### src/rtl/uart_prog_loader_if.sv
// uart_prog_loader_if: bundle between the UART receive path / CPU core side and the
// program loader.
//   master : drives the receive side (rx_prog, rx_data, rx_data_v) and observes the
//            memory write port plus the status flags.
//   slave  : the loader itself.
// Signals:
//   rx_prog      load-mode request (level)
//   rx_data      received byte
//   rx_data_v    1-cycle strobe, rx_data valid
//   mem_addr     write byte address (ADDR_WIDTH bits)
//   mem_wr_data  write word {hi,lo}
//   mem_wr       1-cycle write strobe
//   mem_byt      byte-access select (the loader always does word writes)
//   cpu_hold     hold CPU in reset / loader owns the memory port
//   busy         frame in progress
//   done / err   sticky frame result
//   word_cnt     words written in the current/last frame
`ifndef ADDR_WIDTH
`define ADDR_WIDTH 16
`endif

interface uart_prog_loader_if #(
  parameter int ADDR_WIDTH = `ADDR_WIDTH
);
  logic                  rx_prog;
  logic [7:0]            rx_data;
  logic                  rx_data_v;
  logic [ADDR_WIDTH-1:0] mem_addr;
  logic [15:0]           mem_wr_data;
  logic                  mem_wr;
  logic                  mem_byt;
  logic                  cpu_hold;
  logic                  busy;
  logic                  done;
  logic                  err;
  logic [15:0]           word_cnt;

  modport master (
    output rx_prog, rx_data, rx_data_v,
    input  mem_addr, mem_wr_data, mem_wr, mem_byt, cpu_hold, busy, done, err, word_cnt
  );

  modport slave (
    input  rx_prog, rx_data, rx_data_v,
    output mem_addr, mem_wr_data, mem_wr, mem_byt, cpu_hold, busy, done, err, word_cnt
  );
endinterface

### src/rtl/uart_prog_loader.sv
// uart_prog_loader: boot-time program loader sitting between the UART receiver and
// program memory. While rx_prog is high it parses a frame
//   N_hi, N_lo, N x {hi, lo}, [checksum]
// and writes each big-endian word to LOAD_BASE + 2*i, holding the CPU in reset.
// Ports:
//   clk, rst   clock; asynchronous active-high reset
//   bus        uart_prog_loader_if.slave (receive side in, memory write port and
//              status flags out)
// Build option:
//   UART_PROG_LOADER_CKSUM_EN  when defined, a trailing checksum byte (8-bit sum of
//              all data bytes) must match for the frame to finish in DONE.
// Parameters:
//   ADDR_WIDTH  byte-address width of the memory port
//   LOAD_BASE   byte address of the first loaded word (even)
//   MAX_WORDS   largest accepted word count
//   GAP_CYCLES  max idle clocks between bytes once the length high byte arrived
`ifndef ADDR_WIDTH
`define ADDR_WIDTH 16
`endif

module uart_prog_loader #(
  parameter int                    ADDR_WIDTH = `ADDR_WIDTH,
  parameter logic [ADDR_WIDTH-1:0] LOAD_BASE  = 'h300,
  parameter logic [15:0]           MAX_WORDS  = 16'h0E80,
  parameter int                    GAP_CYCLES = 20000
) (
  input logic              clk,
  input logic              rst,
  uart_prog_loader_if.slave bus
);

  typedef enum logic [2:0] {
    S_IDLE,
    S_LEN_HI,
    S_LEN_LO,
    S_DAT_HI,
    S_DAT_LO,
`ifdef UART_PROG_LOADER_CKSUM_EN
    S_CKSUM,
`endif
    S_DONE,
    S_ERROR
  } state_t;

  // State entered once the last word (or a zero length) has been taken.
`ifdef UART_PROG_LOADER_CKSUM_EN
  localparam state_t S_TAIL       = S_CKSUM;
  localparam bit     TAIL_IS_DONE = 1'b0;
`else
  localparam state_t S_TAIL       = S_DONE;
  localparam bit     TAIL_IS_DONE = 1'b1;
`endif

  localparam int             GW       = $clog2(GAP_CYCLES + 1);
  localparam logic [GW-1:0]  GAP_LAST = GW'(GAP_CYCLES - 1);

  state_t                state;
  logic [15:0]           len_q;
  logic [7:0]            hi_q;
  logic [GW-1:0]         gap_cnt;
`ifdef UART_PROG_LOADER_CKSUM_EN
  logic [7:0]            acc_q;
`endif
  logic [ADDR_WIDTH-1:0] mem_addr_q;
  logic [15:0]           mem_wr_data_q;
  logic                  mem_wr_q;
  logic                  busy_q;
  logic                  done_q;
  logic                  err_q;
  logic [15:0]           word_cnt_q;
  logic                  hold_state;

  // NOTE: every register below is updated with <= so all of them sample the
  // pre-edge values together; blocking assignments here would chain updates
  // within one edge and change behaviour depending on statement order.
  always_ff @(posedge clk or posedge rst) begin
    if (rst) begin
      state         <= S_IDLE;
      len_q         <= '0;
      hi_q          <= '0;
      gap_cnt       <= '0;
`ifdef UART_PROG_LOADER_CKSUM_EN
      acc_q         <= '0;
`endif
      mem_addr_q    <= LOAD_BASE;
      mem_wr_data_q <= '0;
      mem_wr_q      <= 1'b0;
      busy_q        <= 1'b0;
      done_q        <= 1'b0;
      err_q         <= 1'b0;
      word_cnt_q    <= '0;
    end else begin
      mem_wr_q <= 1'b0;
      case (state)
        S_IDLE: if (bus.rx_prog) state <= S_LEN_HI;

        // The host may sit here indefinitely; no gap timer yet.
        S_LEN_HI: begin
          if (!bus.rx_prog) begin
            state <= S_IDLE;
          end else if (bus.rx_data_v) begin
            len_q[15:8] <= bus.rx_data;
            done_q      <= 1'b0;
            err_q       <= 1'b0;
            word_cnt_q  <= '0;
            gap_cnt     <= '0;
`ifdef UART_PROG_LOADER_CKSUM_EN
            acc_q       <= '0;
`endif
            busy_q      <= 1'b1;
            state       <= S_LEN_LO;
          end
        end

        S_DONE, S_ERROR: if (!bus.rx_prog) state <= S_IDLE;

        // In-frame states: abort beats byte beats gap timeout.
        default: begin
          if (!bus.rx_prog) begin
            state  <= S_IDLE;
            err_q  <= 1'b1;
            busy_q <= 1'b0;
          end else if (bus.rx_data_v) begin
            gap_cnt <= '0;
            case (state)
              S_LEN_LO: begin
                len_q[7:0] <= bus.rx_data;
                if ({len_q[15:8], bus.rx_data} > MAX_WORDS) begin
                  state  <= S_ERROR;
                  err_q  <= 1'b1;
                  busy_q <= 1'b0;
                end else if ({len_q[15:8], bus.rx_data} == 16'd0) begin
                  state  <= S_TAIL;
                  done_q <= TAIL_IS_DONE;
                  busy_q <= !TAIL_IS_DONE;
                end else begin
                  state <= S_DAT_HI;
                end
              end
              S_DAT_HI: begin
                hi_q  <= bus.rx_data;
`ifdef UART_PROG_LOADER_CKSUM_EN
                acc_q <= acc_q + bus.rx_data;
`endif
                state <= S_DAT_LO;
              end
              S_DAT_LO: begin
                // Write strobe, address and data all appear on the next cycle.
                mem_wr_q      <= 1'b1;
                mem_addr_q    <= LOAD_BASE + ADDR_WIDTH'({word_cnt_q, 1'b0});
                mem_wr_data_q <= {hi_q, bus.rx_data};
                word_cnt_q    <= word_cnt_q + 16'd1;
`ifdef UART_PROG_LOADER_CKSUM_EN
                acc_q         <= acc_q + bus.rx_data;
`endif
                if (word_cnt_q + 16'd1 == len_q) begin
                  state  <= S_TAIL;
                  done_q <= TAIL_IS_DONE;
                  busy_q <= !TAIL_IS_DONE;
                end else begin
                  state <= S_DAT_HI;
                end
              end
`ifdef UART_PROG_LOADER_CKSUM_EN
              S_CKSUM: begin
                busy_q <= 1'b0;
                if (bus.rx_data == acc_q) begin
                  state  <= S_DONE;
                  done_q <= 1'b1;
                end else begin
                  state <= S_ERROR;
                  err_q <= 1'b1;
                end
              end
`endif
              default: ;
            endcase
          end else if (gap_cnt == GAP_LAST) begin
            state  <= S_ERROR;
            err_q  <= 1'b1;
            busy_q <= 1'b0;
          end else begin
            gap_cnt <= gap_cnt + 1'b1;
          end
        end
      endcase
    end
  end

  assign hold_state = (state != S_IDLE) && (state != S_DONE) && (state != S_ERROR);

  // cpu_hold follows rx_prog combinationally so the CPU is held from the very
  // first cycle of a load request; it is forced low while rst is asserted.
  assign bus.cpu_hold    = !rst && (bus.rx_prog || hold_state);
  assign bus.mem_addr    = mem_addr_q;
  assign bus.mem_wr_data = mem_wr_data_q;
  assign bus.mem_wr      = mem_wr_q;
  assign bus.mem_byt     = 1'b0;
  assign bus.busy        = busy_q;
  assign bus.done        = done_q;
  assign bus.err         = err_q;
  assign bus.word_cnt    = word_cnt_q;

endmodule

### src/flat_wrapper.sv
// flat-port wrapper written by rule: the top's interface ports become plain ports
module uart_prog_loader_flat 
#(
  parameter int                    ADDR_WIDTH = `ADDR_WIDTH,
  parameter logic [ADDR_WIDTH-1:0] LOAD_BASE  = 'h300,
  parameter logic [15:0]           MAX_WORDS  = 16'h0E80,
  parameter int                    GAP_CYCLES = 20000
)
  (clk, rst, bus_rx_prog, bus_rx_data, bus_rx_data_v, bus_mem_addr, bus_mem_wr_data, bus_mem_wr, bus_mem_byt, bus_cpu_hold, bus_busy, bus_done, bus_err, bus_word_cnt);
  uart_prog_loader_if #(.ADDR_WIDTH(ADDR_WIDTH)) bus_i ();
  input logic clk;
  input logic rst;
  input wire logic [$bits(bus_i.rx_prog)-1:0] bus_rx_prog;
  input wire logic [$bits(bus_i.rx_data)-1:0] bus_rx_data;
  input wire logic [$bits(bus_i.rx_data_v)-1:0] bus_rx_data_v;
  output wire logic [$bits(bus_i.mem_addr)-1:0] bus_mem_addr;
  output wire logic [$bits(bus_i.mem_wr_data)-1:0] bus_mem_wr_data;
  output wire logic [$bits(bus_i.mem_wr)-1:0] bus_mem_wr;
  output wire logic [$bits(bus_i.mem_byt)-1:0] bus_mem_byt;
  output wire logic [$bits(bus_i.cpu_hold)-1:0] bus_cpu_hold;
  output wire logic [$bits(bus_i.busy)-1:0] bus_busy;
  output wire logic [$bits(bus_i.done)-1:0] bus_done;
  output wire logic [$bits(bus_i.err)-1:0] bus_err;
  output wire logic [$bits(bus_i.word_cnt)-1:0] bus_word_cnt;
  assign bus_i.rx_prog = bus_rx_prog;
  assign bus_i.rx_data = bus_rx_data;
  assign bus_i.rx_data_v = bus_rx_data_v;
  assign bus_mem_addr = bus_i.mem_addr;
  assign bus_mem_wr_data = bus_i.mem_wr_data;
  assign bus_mem_wr = bus_i.mem_wr;
  assign bus_mem_byt = bus_i.mem_byt;
  assign bus_cpu_hold = bus_i.cpu_hold;
  assign bus_busy = bus_i.busy;
  assign bus_done = bus_i.done;
  assign bus_err = bus_i.err;
  assign bus_word_cnt = bus_i.word_cnt;
  uart_prog_loader #(.ADDR_WIDTH(ADDR_WIDTH), .LOAD_BASE(LOAD_BASE), .MAX_WORDS(MAX_WORDS), .GAP_CYCLES(GAP_CYCLES)) u_core (.clk(clk), .rst(rst), .bus(bus_i));
endmodule
### config.mk
export PLATFORM = sky130hd
export DESIGN_NAME = uart_prog_loader_flat
export DESIGN_NICKNAME = d
export VERILOG_FILES = /design/src/rtl/uart_prog_loader_if.sv /design/src/rtl/uart_prog_loader.sv /design/src/flat_wrapper.sv
export SDC_FILE = /design/constraint.sdc
export NUM_CORES = 1
export LEC_CHECK = 0
export CAP_MARGIN = 20
export CORE_MARGIN = 2
export CORE_UTILIZATION = 40
export DETAILED_ROUTE_END_ITERATION = 12
export GPL_ROUTABILITY_DRIVEN = 0
export PLACE_DENSITY = 0.71
export SKIP_CTS_REPAIR_TIMING = 1
export SLEW_MARGIN = 10
export SYNTH_ARGS = -nofsm -noshare
export SYNTH_HDL_FRONTEND = slang
export SYNTH_SLANG_ARGS = --single-unit
### constraint.sdc
create_clock -name clk -period 5.7 [get_ports clk]
set_clock_uncertainty 0.2 [all_clocks]
set_input_delay 1.71 -clock clk [delete_from_list [all_inputs] [get_ports clk]]
set_output_delay 1.71 -clock clk [all_outputs]
set_load 0.1 [all_outputs]
== Yosys cells after proc, flatten, opt, wreduce, memory -nomap -nowiden ==
Index checks and enable logic that the tools add are counted.

* $add $sub $neg: 3
* Order comparisons: 1
* Equal/unequal tests: 27
* Mux-type cells: 53
* Bitwise gates (word level): 2
* Reductions and logical operators: 23

{| class="wikitable"
|+ Operators by type and width
! kind !! count
|-
| $mux 16 || 5
|-
| $mux 15 || 5
|-
| $pmux 16 s2 || 1
|-
| $mux 3 || 10
|-
| $pmux 15 s2 || 1
|-
| $mux 1 || 24
|-
| $reduce_and 4->1 || 5
|-
| $pmux 3 s3 || 2
|-
| $add 10x16->16 const A || 1
|-
| $add 16x1->16 const B || 1
|-
| $eq 16x16->1 || 1
|-
| $gt 16x12->1 const B || 1
|-
| $logic_not 16->1 || 1
|-
| $add 15x1->15 const B || 1
|-
| $eq 15x15->1 const B || 1
|-
| $reduce_and 7->1 || 2
|-
| $ne 3x3->1 const B || 4
|-
| $ne 2x2->1 const B || 5
|-
| $pmux 1 s2 || 5
|-
| $eq 3x3->1 const B || 3
|-
| $ne 3x1->1 const B || 3
|-
| $ne 4x2->1 const B || 2
|-
| $ne 7x2->1 const B || 1
|-
| $eq 3x2->1 const B || 2
|-
| other kinds (18) || 22
|}

* Bits in registers: 94
* Input bits: 12
* Output and inout bits: 54
* Logic and storage cells: 121

== Depth between registers and ports, before layout ==
* Depth in word-level cells: 7
* Mapped depth: 10
* Gate-level depth less buffers: 8

== Worst setup path before layout ==
No wires, ideal clock.

* Path kind: input -> output
* Start: input port bus_rx_prog
* End: output port bus_cpu_hold
* Arrival time: 3.594 ns
* Data required time: 3.790 ns
* Setup slack: 0.196 ns
* Stages: 4
* Path buffers: 2
* Path through: clkbuf_1 > clkbuf_1 > nor2_1 > nor2_1

* Longest elaborated chain between the ends: 2

{| class="wikitable"
|+ RTL lines
! item !! line !! text
|-
| start: declaration || flat_wrapper.sv:13 || <nowiki>input wire logic [$bits(bus_i.rx_prog)-1:0] bus_rx_prog;</nowiki>
|-
| $logic_or 1x1->1 || uart_prog_loader.sv:194 || <nowiki>assign bus.cpu_hold = !rst && (bus.rx_prog || hold_state);</nowiki>
|-
| $logic_and 1x1->1 || uart_prog_loader.sv:194 ||
|-
| end: declaration || flat_wrapper.sv:20 || <nowiki>output wire logic [$bits(bus_i.cpu_hold)-1:0] bus_cpu_hold;</nowiki>
|}

No other way between the ends.

== Worst setup path in the final report ==
Ends and elaborated chain as after synthesis.

==> results.cfg <==
[worst_setup_path]
cp.required_ps = 3790
crit_top_cell = nor2_1
worst_ep_arrival_time_ps = 2860
critPathMaxFanout = 17
cp_cell_sequence = clkdlybuf4s50_1 > buf_4 > nor2_1 > nor2_1 > buf_12
endpoint_kind = output port
cp-startpoint = bus_rx_prog
slowest_delay_ps = 450
reg2regPathDepth = 7
timing.rr.start = u_core.bus.word_cnt[7]
worstSetupPathType = primary input to output port
r2r_end = u_core.bus.busy
critPathLaunchType = primary input
r2r_slack_ps = 2620
cp_slowest_cell = clkdlybuf4s50_1

[sta]
timing.slew.headroom_pct = 33.8
fmax_ghz = 0.210
min_period_ps = 4770
finalCritPeriodShare_pct = 83.6
slew_violations = 0
rsz0062_at_grt = false
worst_pin_slew_ps = 989
finalHoldViolCount = 0
fin_tns_setup_ps = 0
setup_viol = 0

[layout]
final_util_pct = 49.4
fill_cells = 1104
area_delta_synth_final_pct = 20.7
antenna_cells = 0
nets = 595
drive_gt1_share_pct = 11.7
layout.area.seq_sq_um = 2330
multi_input_area_sq_um = 2400

[yosys]
synth.avg_cell_area_sq_um = 9.27
syn_area_sq_um = 4910
async_flop_share_pct = 100
synth_flop_cell = dfrtp_1
yosys.area.top_type = dfrtp_1
ys_ff_latch = 93
syn_inst = 530
synth_cell_types = 71
synth_top_area_share_pct = 46.3
synth_area_leaders = dfrtp_1 46%, nand2_1 7.9%, mux2_2 5.5%
seq_area_frac_synth_pct = 47.4
yosysWarnings = 0
synth_edf_count = 0

[floorplan]
die_x_um = 115
core_sq_um = 12000
fp.dieH_um = 115
die_area_sq_um = 13200
fp-row-count = 40
pin_count = 66
initial_core_util_pct = 40.9

[drt]
wl_per_cell_um = 15.9
drt_first_pass_iters = 5
drcViolationCount = 0
vias = 4052
drtIter0Drc = 293
wl_mm = 11.6
viasPerCell = 5.55
ant_nets = 0

[clock_network]
cts_tree = built
cts.sinks = 93
clk_latency_ps = 350
cts_htree_levels = 3
cts_made_buffers = 9
root_buffer = clkbuf_16
clk_path_buf_depth = 2
cts.reportedPaths.clkPinSlew_ps = 70

[power]
power.density_nw_per_um2 = 506
leakagePower_nw = 2.47
p_sw_share_pct = 47.9
power_frac_clock_pct = 18.3
peakVddDrop_mv = 0.301
comb_power_share_pct = 46.9
p_switching_mw = 1.44
seqPwrFrac_pct = 34.8
internal_power_mw = 1.56

[min_path]
hp-class = register to register
min_to = u_core.bus.mem_wr_data[12]
holdPathStages = 2
hp-start = u_core.hi_q[4]

[place]
port_buffers = 63
dpl.hpwl_mm = 8.05

[global_route]
grt_pass1_wl_mm = 19.4
grt_max_degree = 53
grt_pass1_vias = 3868
antenna_found_initial = 0
grtUsageTotal_pct = 18.5
overflow = 0

[outcome]
status = complete, no violations

[flow_run]
cap_violations = 0
==> placed cells by master, fill, tap and decap left out, types with 3 or more instances in the layout <==
master and count:
nand2_1 103, nor3b_1 3, nor3_1 9, nand4_1 8
a21oi_1 18, or3_1 8, ha_1 4, o21ai_0 40
inv_1 14, mux2_2 24, nor4_1 11, xor2_1 14
a31oi_1 4, clkdlybuf4s50_1 62, nor2b_1 3, o2111ai_1 3
nand3_1 8, nor2_1 44, buf_4 7, dfrtp_1 91
nand2b_1 4, o31ai_1 4, xnor2_1 24, clkbuf_16 9
==> metrics by stage <==
stage	total power [mW]	std cells	hold slack [ps]	area, sq um	setup slack (ps)
5_1_grt	3.15	730	308	5930	867
3_3_place_gp	2.42	715	248	5660	954
4_1_cts	3.02	730	274	5930	925
3_5_place_dp	2.46	715	259	5660	925
6_report	3.00	730	271	5930	934
2_1_floorplan	2.12	531	235	4920	196
==> Yosys cell counts (2+ instances only) <==
library cell / count
xor2_1: 14
dfrtp_1: 91
or4_1: 2
nand4_1: 8
o2111ai_1: 3
nand2b_1: 4
nor2b_1: 3
o21bai_1: 2
nor4_1: 11
o31ai_1: 4
ha_1: 4
nand2_1: 103
or3_1: 8
nand3_1: 9
or3b_2: 2
a31o_2: 2
or2_2: 2
mux2_2: 24
inv_1: 15
a21oi_1: 18
clkbuf_1: 27
nor3b_1: 3
o41ai_1: 2
buf_4: 3
dfstp_2: 2
nor3_1: 9
nor2_1: 44
a31oi_1: 4
o221ai_1: 2
xnor2_1: 24
and2_1: 2
o21ai_0: 40
==> power by group through the flow <==
stage	Sequential [mW]	Combinational, mW	Clock (mW)
floorplan	1.64	0.482	0
global placement	1.04	1.39	0
detailed placement	1.05	1.41	0
CTS	1.04	1.42	0.561
global route	1.07	1.48	0.591
finish	1.04	1.41	0.548
==> worst max path at each step <==
stage                              end  slack, ps
after global routing      bus_cpu_hold        870
after floorplan           bus_cpu_hold        200
after CTS                 bus_cpu_hold        920
final                     bus_cpu_hold        930
after global placement    bus_cpu_hold        950
after detailed placement  bus_cpu_hold        920
==> critical path, delay by kind of cell <==
kind	cells	cell delay [ps]
buffers and inverters	3	870
AND/OR/NAND/NOR	2	260
==> flip-flops by register name, indices dropped and copies added, names as in the netlist, 3 cells and up <==
register                count
u_core.bus.mem_addr        15
u_core.bus.mem_wr_data     16
u_core.bus.word_cnt        16
u_core.gap_cnt             15
u_core.hi_q                 8
u_core.len_q               16
u_core.state                3
==> area by class of cell <==
class                   count  area share [%]
inverters                  15           0.971
well taps                 147            3.10
repair buffers             70            11.7
clock buffers              10            3.86
multi-input cells         390            40.5
clock inverters             5           0.633
flip-flops and latches     93            39.3
==> metal layers <==
layer	part of all wire, %	up-vias	wire length [um]	track usage, %
met5	0	-	0	0
met4	1.5	0	178	6.91
met3	4.9	13	569	3.69
met2	48	112	5530	29.0
met1	46	1988	5340	25.5
li1	-	1939	-	-
==> logic make-up (layout without fill, tap and decap cells) <==
group                      after synthesis  count (layout)  synth area share (%)
DFF                                     93              93                  47.4
muxes                                   25              25                  5.70
AOI/OAI and AO/OA                       99              99                  13.7
buffers and inverters                   48             100                  3.95
and+or+nand+nor                        222             222                  21.4
xor gates and xnor gates                38              38                  6.77
adders and majority gates                4               4                  1.02
other                                    1               2                0.0763
(Power assumes the default switching activity.)
